### config.mk
export PLATFORM = sky130hd
export DESIGN_NAME = sdram_port_arbiter_flat
export DESIGN_NICKNAME = d
export VERILOG_FILES = /design/src/rtl/sdram_port_arbiter_pkg.sv /design/src/rtl/sdram_port_arbiter_if.sv /design/src/rtl/sdram_port_arbiter.sv /design/src/flat_wrapper.sv
export SDC_FILE = /design/constraint.sdc
export NUM_CORES = 1
export LEC_CHECK = 0
export ABC_AREA = 1
export CAP_MARGIN = 0
export CORE_ASPECT_RATIO = 0.7
export CORE_MARGIN = 10
export CORE_UTILIZATION = 37
export DETAILED_ROUTE_END_ITERATION = 16
export GPL_ROUTABILITY_DRIVEN = 1
export HOLD_SLACK_MARGIN = 0.02
export PLACE_DENSITY = 0.78
export SYNTH_ARGS = -nofsm -noshare
export SYNTH_HDL_FRONTEND = slang
export SYNTH_SLANG_ARGS = --single-unit
### constraint.sdc
create_clock -name clk1x -period 1.4 [get_ports clk1x]
set_input_delay 0.42 -clock clk1x [delete_from_list [all_inputs] [get_ports clk1x]]
set_output_delay 0.42 -clock clk1x [all_outputs]
set_load 0.005 [all_outputs]
### src/rtl/sdram_port_arbiter_pkg.sv
// Shared definitions for the SDRAM port arbiter slice.
//   SDRAM_AW / SDRAM_DW : controller word-address and data widths
//   arb_state_t         : arbiter FSM states
//   req_id_t            : requester identity, also used as the round-robin pointer
package sdram_port_arbiter_pkg;

    localparam int unsigned SDRAM_AW = 22;
    localparam int unsigned SDRAM_DW = 32;

    typedef enum logic [1:0] {
        IDLE    = 2'd0,
        WAIT    = 2'd1,
        RELEASE = 2'd2
    } arb_state_t;

    typedef enum logic {
        CPU = 1'b0,
        DSK = 1'b1
    } req_id_t;

endpackage

### src/rtl/sdram_port_arbiter_if.sv
// Bus bundle between the two requesters (CPU, disk DMA), the arbiter and the
// SDRAM controller.
//   slave  : arbiter view (takes requests and controller status, drives acks,
//            read data, error flag, controller strobes and busy)
//   master : environment view (requesters plus controller)
interface sdram_port_arbiter_if;
    import sdram_port_arbiter_pkg::*;

    logic                cpu_req;
    logic                cpu_write;
    logic [SDRAM_AW-1:0] cpu_addr;
    logic [SDRAM_DW-1:0] cpu_wdata;
    logic                cpu_ack;

    logic                dsk_req;
    logic                dsk_write;
    logic [SDRAM_AW-1:0] dsk_addr;
    logic [SDRAM_DW-1:0] dsk_wdata;
    logic                dsk_ack;

    logic [SDRAM_DW-1:0] rd_data;
    logic                xfer_err;
    logic                busy;

    logic                sdram_calib_done;
    logic [SDRAM_AW-1:0] sdram_addr;
    logic [SDRAM_DW-1:0] sdram_data_out;
    logic                sdram_req;
    logic                sdram_write;
    logic [SDRAM_DW-1:0] sdram_data_in;
    logic                sdram_ready;
    logic                sdram_done;

    modport slave (
        input  cpu_req, cpu_write, cpu_addr, cpu_wdata,
        input  dsk_req, dsk_write, dsk_addr, dsk_wdata,
        input  sdram_calib_done, sdram_data_in, sdram_ready, sdram_done,
        output cpu_ack, dsk_ack, rd_data, xfer_err, busy,
        output sdram_addr, sdram_data_out, sdram_req, sdram_write
    );

    modport master (
        output cpu_req, cpu_write, cpu_addr, cpu_wdata,
        output dsk_req, dsk_write, dsk_addr, dsk_wdata,
        output sdram_calib_done, sdram_data_in, sdram_ready, sdram_done,
        input  cpu_ack, dsk_ack, rd_data, xfer_err, busy,
        input  sdram_addr, sdram_data_out, sdram_req, sdram_write
    );

endinterface

### src/rtl/sdram_port_arbiter.sv
// Two-port (CPU / disk DMA) arbiter in front of a single SDRAM controller.
// One transfer is in flight at a time; ties are resolved round-robin with the
// CPU winning the first tie after reset. A transfer that sees no completion
// within TIMEOUT_CYCLES is acked with xfer_err. Every output is a flop.
//   clk1x  : clock, rising edge
//   reset  : synchronous, active-high
//   bus    : sdram_port_arbiter_if.slave (requests, acks, rd_data, xfer_err,
//            busy, controller strobes/status)
//   TIMEOUT_CYCLES : 2..65535, cycles allowed in WAIT or RELEASE
module sdram_port_arbiter
    import sdram_port_arbiter_pkg::*;
#(
    parameter int unsigned TIMEOUT_CYCLES = 1024
) (
    input  logic                clk1x,
    input  logic                reset,
    sdram_port_arbiter_if.slave bus
);

    localparam logic [15:0] TMO_LAST = 16'(TIMEOUT_CYCLES - 1);

    arb_state_t          state_q, state_d;
    req_id_t             owner_q, owner_d;
    req_id_t             last_q, last_d;
    req_id_t             grant;
    logic                is_wr_q, is_wr_d;
    logic [15:0]         tmo_q, tmo_d;
    logic [SDRAM_AW-1:0] addr_q, addr_d;
    logic [SDRAM_DW-1:0] wdata_q, wdata_d;
    logic [SDRAM_DW-1:0] rdata_q, rdata_d;
    logic                rd_stb_q, rd_stb_d;
    logic                wr_stb_q, wr_stb_d;
    logic                cpu_ack_q, cpu_ack_d;
    logic                dsk_ack_q, dsk_ack_d;
    logic                err_q, err_d;
    logic                busy_q, busy_d;
    logic                finish;

    always_comb begin
        state_d   = state_q;
        owner_d   = owner_q;
        last_d    = last_q;
        grant     = CPU;
        is_wr_d   = is_wr_q;
        tmo_d     = tmo_q;
        addr_d    = addr_q;
        wdata_d   = wdata_q;
        rdata_d   = rdata_q;
        rd_stb_d  = rd_stb_q;
        wr_stb_d  = wr_stb_q;
        cpu_ack_d = 1'b0;
        dsk_ack_d = 1'b0;
        err_d     = 1'b0;
        finish    = 1'b0;

        case (state_q)
            IDLE: begin
                if (bus.sdram_calib_done && (bus.cpu_req || bus.dsk_req)) begin
                    // On a tie the requester that did not win last time goes first.
                    if (bus.cpu_req && bus.dsk_req)
                        grant = (last_q == CPU) ? DSK : CPU;
                    else
                        grant = bus.cpu_req ? CPU : DSK;

                    if (grant == CPU) begin
                        addr_d  = bus.cpu_addr;
                        wdata_d = bus.cpu_wdata;
                        is_wr_d = bus.cpu_write;
                    end else begin
                        addr_d  = bus.dsk_addr;
                        wdata_d = bus.dsk_wdata;
                        is_wr_d = bus.dsk_write;
                    end
                    rd_stb_d = ~is_wr_d;
                    wr_stb_d = is_wr_d;
                    owner_d  = grant;
                    last_d   = grant;
                    tmo_d    = '0;
                    state_d  = WAIT;
                end
            end

            WAIT: begin
                // A completion in the same cycle as the deadline still counts as success.
                if ((!is_wr_q && bus.sdram_ready) || (is_wr_q && bus.sdram_done)) begin
                    finish = 1'b1;
                    if (!is_wr_q)
                        rdata_d = bus.sdram_data_in;
                end else if (tmo_q == TMO_LAST) begin
                    finish = 1'b1;
                    err_d  = 1'b1;
                end else begin
                    tmo_d = tmo_q + 16'd1;
                end

                if (finish) begin
                    rd_stb_d  = 1'b0;
                    wr_stb_d  = 1'b0;
                    cpu_ack_d = (owner_q == CPU);
                    dsk_ack_d = (owner_q == DSK);
                    tmo_d     = '0;
                    state_d   = RELEASE;
                end
            end

            RELEASE: begin
                // Controller status must go quiet before another grant; a stuck
                // status line is given up on silently after the timeout.
                if ((!bus.sdram_ready && !bus.sdram_done) || (tmo_q == TMO_LAST)) begin
                    tmo_d   = '0;
                    state_d = IDLE;
                end else begin
                    tmo_d = tmo_q + 16'd1;
                end
            end

            default: begin
                state_d = IDLE;
            end
        endcase

        busy_d = (state_d != IDLE);
    end

    always_ff @(posedge clk1x) begin
        if (reset) begin
            state_q   <= IDLE;
            owner_q   <= CPU;
            last_q    <= DSK;
            is_wr_q   <= 1'b0;
            tmo_q     <= '0;
            addr_q    <= '0;
            wdata_q   <= '0;
            rdata_q   <= '0;
            rd_stb_q  <= 1'b0;
            wr_stb_q  <= 1'b0;
            cpu_ack_q <= 1'b0;
            dsk_ack_q <= 1'b0;
            err_q     <= 1'b0;
            busy_q    <= 1'b0;
        end else begin
            state_q   <= state_d;
            owner_q   <= owner_d;
            last_q    <= last_d;
            is_wr_q   <= is_wr_d;
            tmo_q     <= tmo_d;
            addr_q    <= addr_d;
            wdata_q   <= wdata_d;
            rdata_q   <= rdata_d;
            rd_stb_q  <= rd_stb_d;
            wr_stb_q  <= wr_stb_d;
            cpu_ack_q <= cpu_ack_d;
            dsk_ack_q <= dsk_ack_d;
            err_q     <= err_d;
            busy_q    <= busy_d;
        end
    end

    assign bus.sdram_addr     = addr_q;
    assign bus.sdram_data_out = wdata_q;
    assign bus.sdram_req      = rd_stb_q;
    assign bus.sdram_write    = wr_stb_q;
    assign bus.rd_data        = rdata_q;
    assign bus.cpu_ack        = cpu_ack_q;
    assign bus.dsk_ack        = dsk_ack_q;
    assign bus.xfer_err       = err_q;
    assign bus.busy           = busy_q;

endmodule

### src/flat_wrapper.sv
// flat-port wrapper written by rule: the top's interface ports become plain ports
module sdram_port_arbiter_flat import sdram_port_arbiter_pkg::*;
#(
    parameter int unsigned TIMEOUT_CYCLES = 1024
)
  (clk1x, reset, bus_cpu_req, bus_cpu_write, bus_cpu_addr, bus_cpu_wdata, bus_dsk_req, bus_dsk_write, bus_dsk_addr, bus_dsk_wdata, bus_sdram_calib_done, bus_sdram_data_in, bus_sdram_ready, bus_sdram_done, bus_cpu_ack, bus_dsk_ack, bus_rd_data, bus_xfer_err, bus_busy, bus_sdram_addr, bus_sdram_data_out, bus_sdram_req, bus_sdram_write);
  sdram_port_arbiter_if bus_i ();
  input  logic clk1x;
  input  logic reset;
  input wire logic [$bits(bus_i.cpu_req)-1:0] bus_cpu_req;
  input wire logic [$bits(bus_i.cpu_write)-1:0] bus_cpu_write;
  input wire logic [$bits(bus_i.cpu_addr)-1:0] bus_cpu_addr;
  input wire logic [$bits(bus_i.cpu_wdata)-1:0] bus_cpu_wdata;
  input wire logic [$bits(bus_i.dsk_req)-1:0] bus_dsk_req;
  input wire logic [$bits(bus_i.dsk_write)-1:0] bus_dsk_write;
  input wire logic [$bits(bus_i.dsk_addr)-1:0] bus_dsk_addr;
  input wire logic [$bits(bus_i.dsk_wdata)-1:0] bus_dsk_wdata;
  input wire logic [$bits(bus_i.sdram_calib_done)-1:0] bus_sdram_calib_done;
  input wire logic [$bits(bus_i.sdram_data_in)-1:0] bus_sdram_data_in;
  input wire logic [$bits(bus_i.sdram_ready)-1:0] bus_sdram_ready;
  input wire logic [$bits(bus_i.sdram_done)-1:0] bus_sdram_done;
  output wire logic [$bits(bus_i.cpu_ack)-1:0] bus_cpu_ack;
  output wire logic [$bits(bus_i.dsk_ack)-1:0] bus_dsk_ack;
  output wire logic [$bits(bus_i.rd_data)-1:0] bus_rd_data;
  output wire logic [$bits(bus_i.xfer_err)-1:0] bus_xfer_err;
  output wire logic [$bits(bus_i.busy)-1:0] bus_busy;
  output wire logic [$bits(bus_i.sdram_addr)-1:0] bus_sdram_addr;
  output wire logic [$bits(bus_i.sdram_data_out)-1:0] bus_sdram_data_out;
  output wire logic [$bits(bus_i.sdram_req)-1:0] bus_sdram_req;
  output wire logic [$bits(bus_i.sdram_write)-1:0] bus_sdram_write;
  assign bus_i.cpu_req = bus_cpu_req;
  assign bus_i.cpu_write = bus_cpu_write;
  assign bus_i.cpu_addr = bus_cpu_addr;
  assign bus_i.cpu_wdata = bus_cpu_wdata;
  assign bus_i.dsk_req = bus_dsk_req;
  assign bus_i.dsk_write = bus_dsk_write;
  assign bus_i.dsk_addr = bus_dsk_addr;
  assign bus_i.dsk_wdata = bus_dsk_wdata;
  assign bus_i.sdram_calib_done = bus_sdram_calib_done;
  assign bus_i.sdram_data_in = bus_sdram_data_in;
  assign bus_i.sdram_ready = bus_sdram_ready;
  assign bus_i.sdram_done = bus_sdram_done;
  assign bus_cpu_ack = bus_i.cpu_ack;
  assign bus_dsk_ack = bus_i.dsk_ack;
  assign bus_rd_data = bus_i.rd_data;
  assign bus_xfer_err = bus_i.xfer_err;
  assign bus_busy = bus_i.busy;
  assign bus_sdram_addr = bus_i.sdram_addr;
  assign bus_sdram_data_out = bus_i.sdram_data_out;
  assign bus_sdram_req = bus_i.sdram_req;
  assign bus_sdram_write = bus_i.sdram_write;
  sdram_port_arbiter #(.TIMEOUT_CYCLES(TIMEOUT_CYCLES)) u_core (.clk1x(clk1x), .reset(reset), .bus(bus_i));
endmodule
Word-level counts from Yosys, hierarchy flattened --
Index checks and enable logic that the tools add are counted.
Storage, ports and cells: register bits 113, latch bits 0, memory bits (writable) 0, memory bits (read-only) 0, input bits 149, logic and storage cells 76, memories 0
Operators by class: add/sub/neg operators 1, multipliers 0, divide/modulo/power cells 0, order comparisons 0, eq/ne operators 7, shift-type cells 0, mux-type cells 28, bitwise gates (word level) 5, reduce and logical (&&, ||, !) cells 21
Operators with widths (count):
- two-way mux 16 bit | 5
- one-hot mux 16 bit (3 select lines) | 1
- two-way mux 32 bit | 1
- two-way mux 22 bit | 1
- adder 16 x 1 -> 16 bit (second input constant) | 1
- equality test 16 x 10 -> 1 bit (second input constant) | 1
- two-way mux 1 bit | 14
- two-way mux 2 bit | 3
- inequality test 3 bit (second input constant) | 2
- one-hot mux 2 bit (3 select lines) | 1
- AND reduction 3 bit | 2
- OR reduction 3 bit | 2
- logical AND 1 bit | 5
- inverter 1 bit | 5
- inequality test 2 x 1 -> 1 bit (second input constant) | 2
- one-hot mux 1 bit (2 select lines) | 2
- AND reduction 4 bit | 1
- nonzero test 2 bit | 2
- zero test 1 bit | 3
- logical OR 1 bit | 3
- nonzero test 3 bit | 1
- equality test 2 x 1 -> 1 bit (second input constant) | 1
- equality test 2 bit (second input constant) | 1
- zero test 2 bit | 1
- AND reduction 2 bit | 1

Longest topological paths before layout --
depth in word-level cells 10, depth in mapped cells 10

Least setup slack after synthesis --
OpenSTA, ideal clock, no wires.
kind register to register, start register u_core.state_q[0], end register u_core.addr_q[0], in the netlist u_core.bus.sdram_addr[0], library setup time 0.116 ns, arrival time 1.318 ns, slack -0.034 ns, stages on the path, launching flop included 9, buffers on the path 1, cells stage by stage dfxtp_1 inv_1 ha_1 inv_1 nor2_2 clkbuf_1 nand3_1 o211ai_1 inv_1
Between the ends: cells in the longest elaborated chain, start to end 2
Ends and longest elaborated chain:
- start: declaration | RTL line sdram_port_arbiter.sv:22 | arb_state_t state_q, state_d;
- start signal: assignment | RTL line sdram_port_arbiter.sv:142 | state_q <= state_d;
- zero test 2 bit | RTL line sdram_port_arbiter.sv:56 | case (state_q)
- AND reduction 2 bit (no source line)
- end signal: assignment | RTL line sdram_port_arbiter.sv:147 | addr_q <= addr_d;
- end: declaration | RTL line sdram_port_arbiter.sv:28 | logic [SDRAM_AW-1:0] addr_q, addr_d;
Every way passes these cells. A chain may end at the register's enable or synchronous reset.

Worst setup path after layout --
start register u_core.state_q[0], end register u_core.addr_q[1], in the netlist u_core.bus.sdram_addr[1]
The elaborated chain is that of the path after synthesis.

==> key figures <==
Outcome
  • Status: complete, but fails checks
  • Failing checks: negative setup slack

Clock tree
  • Max clock buf depth: 2
  • Root Driver: clkbuf_16
  • CTS tree: done
  • Clock sinks: 113
  • H-tree depth: 4
  • Clk_lat worst skew: 0.41 ns
  • Clk slew on worst S/H paths: 0.06 ns
  • CTS buffer count: 17

Route
  • 1st-iter DRT viols: 366
  • WL final: 20,910 µm
  • 1st-pass router iterations: 5
  • Via density: 4.872
  • Antenna Violating Nets Remaining: 0
  • DRC errors left: 0
  • Via Count: 5,959
  • Average wire per standard cell: 17.10 µm

Power
  • P_leak: 4.351 nW
  • P per Cell Area: 1096 mW/mm²
  • Peak VDD IR: 1032 µV

Die
  • IO Count: 241
  • Die W: 160.0 µm
  • Starting Density: 0.3816
  • Cell Rows: 35
  • Core area: 0.01331 mm²
  • Die area: 0.01889 mm²
  • Die Span Y: 118.0 µm

Critical path
  • Critical R2R Capture: u_core.bus.sdram_addr[1]
  • Critical Path RT: 1.70 ns
  • Critical path arrival: 1.78 ns
  • Cell depth of the worst flop-to-flop path: 9
  • Type of the worst setup path: register to register
  • Reg-to-reg slack, setup: -0.08 ns
  • Worst R2R Start: u_core.state_q[0]
  • Worst Setup Start Kind: register
  • Crit Path Max Fanout: 7
  • CP Capture Type: register
  • Worst Setup SP: u_core.state_q[0]
  • Worst Setup EP: u_core.bus.sdram_addr[1]

Logic synthesis
  • Register bit total from synthesis: 113
  • Syn_area_per_cell: 7.165 µm²
  • Yosys warns: 0
  • Syn nets: 863
  • Mapped cell area: 0.005080 mm²
  • Post-synth cell types: 29
  • Sequential area share after synthesis: 0.4453
  • Cell count after synthesis: 709

STA
  • Worst slew margin: 0.7907
  • Slew @ Worst Pin: 0.3115 ns
  • Final Hold Vio Count: 0
  • Final Slew Violations: 0
  • Fmax: 676.6 MHz
  • Clock period minus final worst setup slack: 1.478 ns
  • Worst Skew: 0.01068 ns
  • Setup Viol. Count Final: 91
  • Worst Slack Setup Final: -0.07809 ns
  • RSZ-0062 raised after global routing: yes
  • Post-route clock period utilization: 1.056
  • Setup TNS: -3.536 ns

Finish
  • FF+latch area: 0.002311 mm²
  • ANT cells: 0
  • Share of cells above drive strength 1: 0.3671
  • Area of the multi-input gates: 0.002739 mm²
  • Fill count: 1,010
  • Final nets: 1,179
  • Layout area overhead: 92.41%
  • Final Cell Area: 0.009774 mm²

Place
  • HPWL Detailed: 13,180 µm
  • Area post-placement: 0.008094 mm²
  • Routability cong.: 0.7846
  • I/O Buffers: 240

Global route
  • Largest net degree at the start of global routing: 38
  • Initial antenna violation count: 0
  • Congestion Overflow GR: 0
  • Vias in the first global route: 5,774
  • First-pass GRT wire length: 30,990 µm
  • GRT Total Usage: 0.2002

Hold path
  • HP Class: register to register

Job
  • Max-cap violations: 0
area by class of cell:
class / instances / share of cell area
flip-flops and latches: 113 / 0.2364
inverters: 118 / 0.04660
repair buffers: 339 / 0.3532
multi-input cells: 436 / 0.2802
clock buffers: 18 / 0.04391
clock inverters: 14 / 0.01600
well taps: 185 / 0.02368
flip-flops by register name, summed over array words and instances (netlist names):
signal / cells
u_core.last_q: 1
u_core.owner_q: 1
u_core.bus.sdram_write: 1
u_core.bus.busy: 1
u_core.tmo_q: 16
u_core.is_wr_q: 1
u_core.bus.xfer_err: 1
u_core.bus.sdram_data_out: 32
u_core.bus.sdram_req: 1
u_core.bus.sdram_addr: 22
u_core.state_q: 2
u_core.bus.cpu_ack: 1
u_core.bus.rd_data: 32
u_core.bus.dsk_ack: 1
cells in the final DEF, fill, tap and decap left out, types with 19 or more instances in the layout:
master	n
nand2_1	154
clkdlybuf4s50_1	145
inv_1	109
dfxtp_1	74
o211ai_1	54
nand3_2	51
buf_4	50
dfxtp_2	39
clkbuf_2	32
buf_2	27
clkbuf_16	25
nor2_1	24
clkdlybuf4s15_2	24
nand3_1	21
a21oi_1	20
a21oi_2	20
o21ai_1	19
through the flow:
step | total power (W) | cells | hold WS (ns) | util | setup WS [ns]
final | 0.01071 | 1223 | 0.4429 | 0.7342 | -0.07809
after CTS | 0.01042 | 1201 | 0.4411 | 0.6950 | -0.08535
after floorplan | 0.004494 | 709 | 0.4132 | - | -0.01103
after global placement | 0.005829 | 1150 | 0.4293 | 0.6080 | -0.4913
after global routing | 0.01118 | 1223 | 0.4639 | 0.7342 | -0.1673
after detailed placement | 0.005852 | 1150 | 0.4333 | 0.6080 | -0.5237
where the power goes:
group | internal [W] | switching (W)
clock network | 0.00264 | 0.00163
logic | 0.00154 | 0.00124
registers | 0.00351 | 0.000146
cell usage after synthesis, drive strengths merged:
cell	instances	area, µm²
o21a	1	7.510
nor3	3	15.01
a21oi	40	200.2
o21ai	39	202.7
nand2	169	639.4
nand3	76	380.4
nor4	1	6.260
o31ai	1	7.510
o22ai	1	6.260
clkbuf	19	71.32
o21bai	1	7.510
nand4	4	25.02
nor2	36	152.6
inv	118	442.9
xor2	2	17.52
o211ai	55	417.9
nand3b	1	7.510
dfxtp	113	2262
xnor2	1	8.760
ha	5	62.56
buf	23	138.9
routing by layer:
layer	vias up	track usage	wire length [µm]
met5	-	0	0
li1	2931	-	-
met3	19	0.09644	2092
met1	2773	0.2389	8736
met2	236	0.3146	9841
met4	0	0.05263	239
worst max-delay path, cell delays in order (launching register included):
cell,delay [ns]
dfxtp_2,0.33
inv_4,0.07
ha_4,0.15
inv_4,0.04
nor2_4,0.22
buf_8,0.19
buf_12,0.14
nand3_2,0.08
o211ai_1,0.09
inv_1,0.06
cell families (layout without fill, tap and decap cells):
| family | count (synthesis) | in the layout | synth area share |
|---|---|---|---|
| and+or+nand+nor | 290 | 290 | 0.2414 |
| buffers and inverters | 160 | 489 | 0.1286 |
| AOI/OAI and AO/OA | 138 | 138 | 0.1672 |
| DFF | 113 | 113 | 0.4453 |
| adders and majority gates | 5 | 5 | 0.01232 |
| xor gates and xnor gates | 3 | 3 | 0.005173 |
worst min path at each step:
stage | slack, ns | endpoint | cells past startpoint | startpoint
global route | 0.46 | u_core.bus.rd_data[7] | 2 | u_core.bus.rd_data[7]
detailed placement | 0.43 | u_core.bus.rd_data[10] | 2 | u_core.bus.rd_data[10]
floorplan | 0.41 | u_core.bus.cpu_ack | 1 | u_core.owner_q
CTS | 0.44 | u_core.bus.rd_data[15] | 2 | u_core.bus.rd_data[15]
finish | 0.44 | u_core.bus.rd_data[31] | 2 | u_core.bus.rd_data[31]
global placement | 0.43 | u_core.bus.rd_data[12] | 2 | u_core.bus.rd_data[12]
timing repair:
item | in CTS | in global routing
setup endpoints to repair | 180 | 178
buffers inserted | 9 | 15
gates cloned | 10 | 8
resized for setup | 312 | 226
pin swaps | 16 | 52
hold buffers | 0 | 0
Power figures use the tool's default switching activity.
